## src/rtl/idex_operand_stage_if.sv

```systemverilog
// Bundles the decode-side request, the forwarding sources and the execute-side
// outputs of the ID/EX operand stage.
interface idex_operand_stage_if #(
    parameter int WIDTH = 32,
    parameter int RA_W  = 5,
    parameter int CNT_W = 16
);
    // decode side
    logic             flush;
    logic             in_valid;
    logic             in_ready;
    logic [5:0]       in_opcode;
    logic [5:0]       in_funct;
    logic [4:0]       in_shamt;
    logic [RA_W-1:0]  in_rs;
    logic [RA_W-1:0]  in_rt;
    logic [WIDTH-1:0] in_rs_data;
    logic [WIDTH-1:0] in_rt_data;
    logic [RA_W-1:0]  in_rd;
    logic             in_reg_write;
    // forwarding sources
    logic             exmem_reg_write;
    logic             exmem_is_load;
    logic [RA_W-1:0]  exmem_rd;
    logic [WIDTH-1:0] exmem_result;
    logic             memwb_reg_write;
    logic [RA_W-1:0]  memwb_rd;
    logic [WIDTH-1:0] memwb_result;
    // execute side
    logic             out_valid;
    logic             out_ready;
    logic [5:0]       opcode;
    logic [5:0]       funct;
    logic [4:0]       shamt;
    logic [WIDTH-1:0] op1;
    logic [WIDTH-1:0] op2;
    logic [RA_W-1:0]  dest_rd;
    logic             reg_write;
    logic [CNT_W-1:0] stall_count;

    modport slave (
        input  flush, in_valid, in_opcode, in_funct, in_shamt, in_rs, in_rt,
               in_rs_data, in_rt_data, in_rd, in_reg_write,
               exmem_reg_write, exmem_is_load, exmem_rd, exmem_result,
               memwb_reg_write, memwb_rd, memwb_result, out_ready,
        output in_ready, out_valid, opcode, funct, shamt, op1, op2, dest_rd,
               reg_write, stall_count
    );

    modport master (
        output flush, in_valid, in_opcode, in_funct, in_shamt, in_rs, in_rt,
               in_rs_data, in_rt_data, in_rd, in_reg_write,
               exmem_reg_write, exmem_is_load, exmem_rd, exmem_result,
               memwb_reg_write, memwb_rd, memwb_result, out_ready,
        input  in_ready, out_valid, opcode, funct, shamt, op1, op2, dest_rd,
               reg_write, stall_count
    );
endinterface

```

## src/rtl/idex_operand_stage.sv

```systemverilog
// ID/EX pipeline register: captures decoded fields, forwards operands from
// EX/MEM and MEM/WB, stalls decode on load-use, and refreshes a held entry's
// operands from MEM/WB while execute is stalled.
module idex_operand_stage #(
    parameter int WIDTH = 32,
    parameter int RA_W  = 5,
    parameter int CNT_W = 16
) (
    input  logic                 clk,
    input  logic                 rst_n,
    idex_operand_stage_if.slave  bus
);
    logic             load_use;
    logic             in_ready;
    logic             capture;
    logic [WIDTH-1:0] op1_fwd, op2_fwd;

    logic             out_valid_q;
    logic [5:0]       opcode_q, funct_q;
    logic [4:0]       shamt_q;
    logic [WIDTH-1:0] op1_q, op2_q;
    logic [RA_W-1:0]  dest_rd_q, hold_rs_q, hold_rt_q;
    logic             reg_write_q;
    logic [CNT_W-1:0] stall_q;

    // A load in EX/MEM has no result yet, so a dependent instruction must wait.
    always_comb begin
        load_use = bus.exmem_reg_write && bus.exmem_is_load && (bus.exmem_rd != '0) &&
                   ((bus.exmem_rd == bus.in_rs) || (bus.exmem_rd == bus.in_rt));
        in_ready = (!out_valid_q || bus.out_ready) && !load_use && !bus.flush;
        capture  = bus.in_valid && in_ready;
    end

    // Operand forwarding: r0 is always zero, the younger EX/MEM result beats MEM/WB.
    always_comb begin
        op1_fwd = bus.in_rs_data;
        op2_fwd = bus.in_rt_data;
        if (bus.in_rs == '0)
            op1_fwd = '0;
        else if (bus.exmem_reg_write && !bus.exmem_is_load && bus.exmem_rd == bus.in_rs)
            op1_fwd = bus.exmem_result;
        else if (bus.memwb_reg_write && bus.memwb_rd == bus.in_rs)
            op1_fwd = bus.memwb_result;
        if (bus.in_rt == '0)
            op2_fwd = '0;
        else if (bus.exmem_reg_write && !bus.exmem_is_load && bus.exmem_rd == bus.in_rt)
            op2_fwd = bus.exmem_result;
        else if (bus.memwb_reg_write && bus.memwb_rd == bus.in_rt)
            op2_fwd = bus.memwb_result;
    end

    // Entry register: flush beats capture, capture beats consume; a held entry
    // snoops MEM/WB so a producer retiring during the stall is not missed.
    always_ff @(posedge clk or negedge rst_n) begin
        if (!rst_n) begin
            out_valid_q <= 1'b0;
            opcode_q    <= '0;
            funct_q     <= '0;
            shamt_q     <= '0;
            op1_q       <= '0;
            op2_q       <= '0;
            dest_rd_q   <= '0;
            reg_write_q <= 1'b0;
            hold_rs_q   <= '0;
            hold_rt_q   <= '0;
        end else if (bus.flush) begin
            out_valid_q <= 1'b0;
        end else if (capture) begin
            out_valid_q <= 1'b1;
            opcode_q    <= bus.in_opcode;
            funct_q     <= bus.in_funct;
            shamt_q     <= bus.in_shamt;
            op1_q       <= op1_fwd;
            op2_q       <= op2_fwd;
            dest_rd_q   <= bus.in_rd;
            reg_write_q <= bus.in_reg_write;
            hold_rs_q   <= bus.in_rs;
            hold_rt_q   <= bus.in_rt;
        end else if (out_valid_q && bus.out_ready) begin
            out_valid_q <= 1'b0;
        end else if (out_valid_q) begin
            if (bus.memwb_reg_write && bus.memwb_rd != '0 && bus.memwb_rd == hold_rs_q)
                op1_q <= bus.memwb_result;
            if (bus.memwb_reg_write && bus.memwb_rd != '0 && bus.memwb_rd == hold_rt_q)
                op2_q <= bus.memwb_result;
        end
    end

    // Saturating count of cycles decode is blocked by a load-use hazard.
    always_ff @(posedge clk or negedge rst_n) begin
        if (!rst_n)
            stall_q <= '0;
        else if (bus.in_valid && load_use && !bus.flush && stall_q != '1)
            stall_q <= stall_q + 1'b1;
    end

    assign bus.in_ready    = in_ready;
    assign bus.out_valid   = out_valid_q;
    assign bus.opcode      = opcode_q;
    assign bus.funct       = funct_q;
    assign bus.shamt       = shamt_q;
    assign bus.op1         = op1_q;
    assign bus.op2         = op2_q;
    assign bus.dest_rd     = dest_rd_q;
    assign bus.reg_write   = reg_write_q;
    assign bus.stall_count = stall_q;
endmodule

```

## src/flat_wrapper.sv

```systemverilog
// flat-port wrapper written by rule: the top's interface ports become plain ports
module idex_operand_stage_flat 
#(
    parameter int WIDTH = 32,
    parameter int RA_W  = 5,
    parameter int CNT_W = 16
)
  (clk, rst_n, bus_flush, bus_in_valid, bus_in_opcode, bus_in_funct, bus_in_shamt, bus_in_rs, bus_in_rt, bus_in_rs_data, bus_in_rt_data, bus_in_rd, bus_in_reg_write, bus_exmem_reg_write, bus_exmem_is_load, bus_exmem_rd, bus_exmem_result, bus_memwb_reg_write, bus_memwb_rd, bus_memwb_result, bus_out_ready, bus_in_ready, bus_out_valid, bus_opcode, bus_funct, bus_shamt, bus_op1, bus_op2, bus_dest_rd, bus_reg_write, bus_stall_count);
  idex_operand_stage_if #(.WIDTH(WIDTH), .RA_W(RA_W), .CNT_W(CNT_W)) bus_i ();
  input  logic clk;
  input  logic rst_n;
  input wire logic [$bits(bus_i.flush)-1:0] bus_flush;
  input wire logic [$bits(bus_i.in_valid)-1:0] bus_in_valid;
  input wire logic [$bits(bus_i.in_opcode)-1:0] bus_in_opcode;
  input wire logic [$bits(bus_i.in_funct)-1:0] bus_in_funct;
  input wire logic [$bits(bus_i.in_shamt)-1:0] bus_in_shamt;
  input wire logic [$bits(bus_i.in_rs)-1:0] bus_in_rs;
  input wire logic [$bits(bus_i.in_rt)-1:0] bus_in_rt;
  input wire logic [$bits(bus_i.in_rs_data)-1:0] bus_in_rs_data;
  input wire logic [$bits(bus_i.in_rt_data)-1:0] bus_in_rt_data;
  input wire logic [$bits(bus_i.in_rd)-1:0] bus_in_rd;
  input wire logic [$bits(bus_i.in_reg_write)-1:0] bus_in_reg_write;
  input wire logic [$bits(bus_i.exmem_reg_write)-1:0] bus_exmem_reg_write;
  input wire logic [$bits(bus_i.exmem_is_load)-1:0] bus_exmem_is_load;
  input wire logic [$bits(bus_i.exmem_rd)-1:0] bus_exmem_rd;
  input wire logic [$bits(bus_i.exmem_result)-1:0] bus_exmem_result;
  input wire logic [$bits(bus_i.memwb_reg_write)-1:0] bus_memwb_reg_write;
  input wire logic [$bits(bus_i.memwb_rd)-1:0] bus_memwb_rd;
  input wire logic [$bits(bus_i.memwb_result)-1:0] bus_memwb_result;
  input wire logic [$bits(bus_i.out_ready)-1:0] bus_out_ready;
  output wire logic [$bits(bus_i.in_ready)-1:0] bus_in_ready;
  output wire logic [$bits(bus_i.out_valid)-1:0] bus_out_valid;
  output wire logic [$bits(bus_i.opcode)-1:0] bus_opcode;
  output wire logic [$bits(bus_i.funct)-1:0] bus_funct;
  output wire logic [$bits(bus_i.shamt)-1:0] bus_shamt;
  output wire logic [$bits(bus_i.op1)-1:0] bus_op1;
  output wire logic [$bits(bus_i.op2)-1:0] bus_op2;
  output wire logic [$bits(bus_i.dest_rd)-1:0] bus_dest_rd;
  output wire logic [$bits(bus_i.reg_write)-1:0] bus_reg_write;
  output wire logic [$bits(bus_i.stall_count)-1:0] bus_stall_count;
  assign bus_i.flush = bus_flush;
  assign bus_i.in_valid = bus_in_valid;
  assign bus_i.in_opcode = bus_in_opcode;
  assign bus_i.in_funct = bus_in_funct;
  assign bus_i.in_shamt = bus_in_shamt;
  assign bus_i.in_rs = bus_in_rs;
  assign bus_i.in_rt = bus_in_rt;
  assign bus_i.in_rs_data = bus_in_rs_data;
  assign bus_i.in_rt_data = bus_in_rt_data;
  assign bus_i.in_rd = bus_in_rd;
  assign bus_i.in_reg_write = bus_in_reg_write;
  assign bus_i.exmem_reg_write = bus_exmem_reg_write;
  assign bus_i.exmem_is_load = bus_exmem_is_load;
  assign bus_i.exmem_rd = bus_exmem_rd;
  assign bus_i.exmem_result = bus_exmem_result;
  assign bus_i.memwb_reg_write = bus_memwb_reg_write;
  assign bus_i.memwb_rd = bus_memwb_rd;
  assign bus_i.memwb_result = bus_memwb_result;
  assign bus_i.out_ready = bus_out_ready;
  assign bus_in_ready = bus_i.in_ready;
  assign bus_out_valid = bus_i.out_valid;
  assign bus_opcode = bus_i.opcode;
  assign bus_funct = bus_i.funct;
  assign bus_shamt = bus_i.shamt;
  assign bus_op1 = bus_i.op1;
  assign bus_op2 = bus_i.op2;
  assign bus_dest_rd = bus_i.dest_rd;
  assign bus_reg_write = bus_i.reg_write;
  assign bus_stall_count = bus_i.stall_count;
  idex_operand_stage #(.WIDTH(WIDTH), .RA_W(RA_W), .CNT_W(CNT_W)) u_core (.clk(clk), .rst_n(rst_n), .bus(bus_i));
endmodule
```

## config.mk

```make
export PLATFORM = sky130hd
export DESIGN_NAME = idex_operand_stage_flat
export DESIGN_NICKNAME = d
export VERILOG_FILES = /design/src/rtl/idex_operand_stage_if.sv /design/src/rtl/idex_operand_stage.sv /design/src/flat_wrapper.sv
export SDC_FILE = /design/constraint.sdc
export NUM_CORES = 1
export LEC_CHECK = 0
export ABC_AREA = 1
export CAP_MARGIN = 5
export CORE_MARGIN = 4
export CORE_UTILIZATION = 35
export DETAILED_ROUTE_END_ITERATION = 10
export DONT_BUFFER_PORTS = 1
export GPL_ROUTABILITY_DRIVEN = 0
export PLACE_DENSITY = 0.55
export SYNTH_ARGS = -nofsm -noshare
export SYNTH_HDL_FRONTEND = slang
export SYNTH_SLANG_ARGS = --single-unit
```

## constraint.sdc

```tcl
create_clock -name clk -period 1.68 [get_ports clk]
set_input_delay 0.336 -clock clk [delete_from_list [all_inputs] [get_ports clk]]
set_output_delay 0.336 -clock clk [all_outputs]
set_load 0.02 [all_outputs]
```

Yosys cells after proc, flatten, opt, wreduce, memory -nomap -nowiden
Cells that the tools add are included.

operators by class
  mux-type cells = 17
  eq/ne operators = 8
  add/subtract/negate cells = 1
  bitwise operators = 1
  reduce and logical (&&, ||, !) cells = 35

operator list
  kind                                                              number
  32-bit 2-to-1 mux                                                 14
  5-bit == test                                                     6
  1-bit logical AND                                                 18
  16-bit by 1-bit adder with 16-bit output (second input constant)  1
  16-bit != test (second input constant)                            1
  5-bit zero test                                                   2
  5-bit nonzero test                                                2
  4-bit AND reduction                                               2
  2-bit nonzero test                                                3
  1-bit zero test                                                   4
  1-bit 2-to-1 mux                                                  3
  3-bit nonzero test                                                1
  1-bit logical OR                                                  2
  2-bit by 1-bit != test with 1-bit output (second input constant)  1
  2-bit AND reduction                                               1
  1-bit inverter                                                    1

word-level totals
  logic and storage cells = 73
  register bits = 114
  input port bits = 179

Longest topological paths before layout
Gate-level depths: netlist of the first run.

  depth after elaboration = 9
  gate-level depth with buffers = 14
  mapped depth without buffers = 13

Worst setup path before layout of the first run
Ideal clock, no wire load.

  path kind = flip-flop to flip-flop
  from = register u_core.stall_q[0] (netlist: u_core.bus.stall_count[0])
  to = register u_core.stall_q[3] (netlist: u_core.bus.stall_count[3])
  path slack = -114 ps
  arrival time = 1,676 ps
  period minus slack after synthesis = 1,794 ps
  required time = 1,562 ps
  library setup time = 118 ps
  stages on the path, launching flop included = 10
  cell sequence = dfrtp_1 -> ha_1 -> nand3_1 -> nor2_1 -> nand4_1 -> nor2_1 -> nor2_4 -> buf_4 -> nand3b_1 -> nand2_1

between the ends
  longest elaborated chain between the ends = 2
  elaborated cells on any way between the ends = 3

RTL lines
  item                                                                              RTL line                  text
  from (decl)                                                                       idex_operand_stage.sv:24  logic [CNT_W-1:0] stall_q;
  from (signal assigned)                                                            idex_operand_stage.sv:94  stall_q <= stall_q + 1'b1;
  branches (longest 2 deep; another with 16-bit by 1-bit adder with 16-bit output)  --

Parallel ways; which one is timed is not known.
A chain may end at the register's enable or synchronous reset.

Final worst setup path of the first run
  from = register u_core.hold_rt_q[3]
  to = register u_core.op2_q[26] (netlist: u_core.bus.op2[26])

between the ends
  longest elaborated chain between the ends = 4

RTL lines
  item                                  RTL line                  text
  from (decl)                           idex_operand_stage.sv:22  logic [RA_W-1:0] dest_rd_q, hold_rs_q, hold_rt_q;
  from (signal assigned)                idex_operand_stage.sv:78  hold_rt_q <= bus.in_rt;
  5-bit == test                         idex_operand_stage.sv:84  if (bus.memwb_reg_write && bus.memwb_rd != '0 && bus.memwb_rd == hold_rt_q)
  1-bit logical AND                     idex_operand_stage.sv:84
  2-bit nonzero test (no source line)   --
  4-bit AND reduction (no source line)  --
  to (signal assigned)                  idex_operand_stage.sv:74  op2_q <= op2_fwd;
  to (signal assigned)                  idex_operand_stage.sv:85  op2_q <= bus.memwb_result;
  to (decl)                             idex_operand_stage.sv:21  logic [WIDTH-1:0] op1_q, op2_q;

Every way passes these cells.

==> reports/qor.csv, run 1 <==
metric,value,unit
CTS root buffer,clkbuf_16,
"commonest non-fill, non-tap cells in the layout","nand2_1, inv_1, nand3_1, dfrtp_1, nand4_1",
Post-synth ARST share,100,%
Critical Path Fanout Max,7,
Die Width,162,microns
vias in the first global route,8575,
CP arrival,2000,ps
Synth Register Bits,114,
CTS clock-pin slew for the worst setup and hold paths,60,ps
Area growth syn-to-layout,23.8,%
clock share of power,35.6,%
port bufs,0,
met3 Resource Use GR,10.1,%
Final WS setup,-21.0,ps
synthesized area,8350,sq um
Filler cells,2470,
syn nets,1474,
post-route cell area,10300,sq um
Chip Height,162,microns
Final ANT Viol Nets,0,
synth warn,0,
Pint,6.05,mW
share of post-route cells with drive strength above 1,14.4,%
Most used DFF post-synth,dfrtp_1,
final hold slack,-385,ps
Placed Area,9190,sq um
CP Launch Type,register,
max cap viols,0,
logic gate share of total power,21.6,%
post-synth top area share,34.2,%
Clock Tree Buf Depth,2,
Lkg Pwr,5.42,nW
final net count,1499,
status,finished with violations,
Worst setup EP type,register,
Worst-Skew Late Latency,410,ps
Crit path required time,1980,ps
total track usage,24.3,%
part of the power in registers,42.9,%
sequential area share after synthesis,34.2,%
Rel. slew slack,56.8,%
Power Dens Cells,936,nW/um^2
"Worst Path Class, Setup",register to register,
initial antenna violation count,3,
setup TNS,-28.6,ps
met2 Usage GRT,37.8,%
Yosys cell types,31,
Design Power,9.67,mW
Num CTS Buffers,17,
Syn Inst Count,1294,
Core Box Area,23500,sq um
"EDFF count, synth",0,
dpl ws,-412,ps
Worst Clk Skew,12.4,ps
failing checks,"hold timing, setup timing",
RSZ-0062 raised after global routing,yes,
fmax,0.588,GHz
endpoints failing hold,114,
"Most Used Layer, Global Route",met2,
Initial Util,35.6,%
"commonest non-fill, non-tap cell in the layout",nand2_1,
P_sw,3.63,mW
synth top area cells,"dfrtp_1, nand2_1, inv_1",
num rows,56,
CTS tree,built,
Worst VDD drop,540,uV
Setup-failing EPs final,3,
final period utilization,101,%
fraction of power spent switching nets,37.5,%
hpwl dp,23200,microns
Min-Delay Path Class,input pin to asynchronous set/reset pin,
vias,8943,
wire length of the first global-routing pass,50100,microns
GR met1 Demand/Resource,30.6,%
post-DR vias/cell,5.41,
First-pass DRT Iterations,5,
clk sinks,114,
Avg WL per Cell,20.6,microns
WL final,34000,microns
Synth Area per Inst,6.45,sq um
die area,26400,sq um
GRT overflow,0,
pin slew with the least headroom to its limit,645,ps
I/O pin count,284,
H-tree depth,4,
Pins Over Slew Limit,0,
Period minus WS final,1700,ps
largest net degree at the start of global routing,115,
DRC violations left,0,
dominant cell type by area after synthesis,dfrtp_1,
1st-iter DRT viols,800,
cells by family (layout without fill, tap and decap cells):
logic type      Yosys count  in the layout  share of synthesized area [%]
other cells               0              1                              0
fa+ha+maj                 1              1                          0.150
xor+xnor                 22             22                           2.31
flops                   114            114                           34.2
buf+inv                 313            350                           15.2
simple gates            665            666                           35.4
compound gates          179            179                           12.8
per-layer routing:
layer  part of all wire (%)  vias to the layer above
li1                       -                     4218
met2                     45                      459
met5                  0.079                        -
met4                    2.3                        4
met1                     40                     4197
met3                     12                       65
cells in the mapped netlist (all sizes together) (14+ instances only):
master and count:
nand2 402, nand3 146, a21oi 66, xor2 14
clkbuf 33, nor2 32, o21ai 47, nand4 69
buf 56, o31ai 64, dfrtp 114, inv 224
repair_timing:
item                                    CTS  global route
gates cloned                              2             6
pin swaps                                 2             5
endpoints found under the hold margin   114           114
buffers inserted                          9             0
endpoints found under the setup margin   66            78
resized for setup                        11            63
state kept, by name (all words and copies together) (netlist names):
name / cells
u_core.bus.op1: 32
u_core.bus.op2: 32
u_core.bus.stall_count: 16
u_core.bus.funct: 6
u_core.bus.opcode: 6
u_core.bus.dest_rd: 5
u_core.bus.shamt: 5
u_core.hold_rs_q: 5
u_core.hold_rt_q: 5
u_core.bus.out_valid: 1
u_core.bus.reg_write: 1
area by class of cell:
| class | instances | area [sq um] | area share (%) |
|---|---|---|---|
| antenna | 1 | 2.50 | 0.0242 |
| clock buffer | 20 | 467 | 4.52 |
| clock inverter | 12 | 83.8 | 0.811 |
| inverter | 224 | 841 | 8.14 |
| multi-input combinational | 868 | 4540 | 44.0 |
| sequential | 114 | 2860 | 27.6 |
| tap | 319 | 399 | 3.86 |
| timing repair buffer | 94 | 1140 | 11.1 |
metrics by stage:
step                instances  utilization (%)
detailed placement       1602             39.1
finish                   1652             44.0
global placement         1602             39.1
floorplan                1294                -
CTS                      1645             42.1
global route             1652             44.0
power groups by stage:
stage          registers (mW)  logic [mW]  clock network [mW]
6_report                 4.15        2.09                3.44
5_1_grt                  4.21        2.33                3.66
4_1_cts                  4.15        1.96                3.53
3_5_place_dp             4.18        1.90                   0
3_3_place_gp             4.19        1.88                   0
2_1_floorplan            4.09        1.26                   0
worst paths after layout:
path | start | endpoint | slack, ps | cells after the start
max | u_core.hold_rt_q[3]$_DFFE_PN0P_ | u_core.bus.op2[26]$_DFFE_PN0P_ | -20 | 9
min | rst_n | u_core.bus.op2[5]$_DFFE_PN0P_ | -390 | 0
max reg2reg | u_core.hold_rt_q[3]$_DFFE_PN0P_ | u_core.bus.op2[26]$_DFFE_PN0P_ | -20 | 9
min reg2reg | u_core.hold_rt_q[2]$_DFFE_PN0P_ | u_core.hold_rt_q[2]$_DFFE_PN0P_ | 490 | 2
max in group asynchronous | rst_n | u_core.hold_rt_q[0]$_DFFE_PN0P_ | 1760 | 0
min in group clk | bus_in_rd[2] | u_core.bus.dest_rd[2]$_DFFE_PN0P_ | 60 | 2
worst max-delay path: stages (launching register included):
cell	delay (ps)
dfrtp_1	380
xnor2_1	170
nand2_1	90
nor2_2	140
nand3_4	170
clkbuf_16	230
o31ai_2	210
nand2_1	100
nand2_1	60
inv_1	30
Note: power is estimated with default switching activity, not from simulation.
==> run 2, diff against run 1 <==
- CAP_MARGIN: 5 -> 40
- SLEW_MARGIN: default -> 20
==> results of run 2 <==
Same layout as run 1: the final DEF is identical, and so are final timing and power.
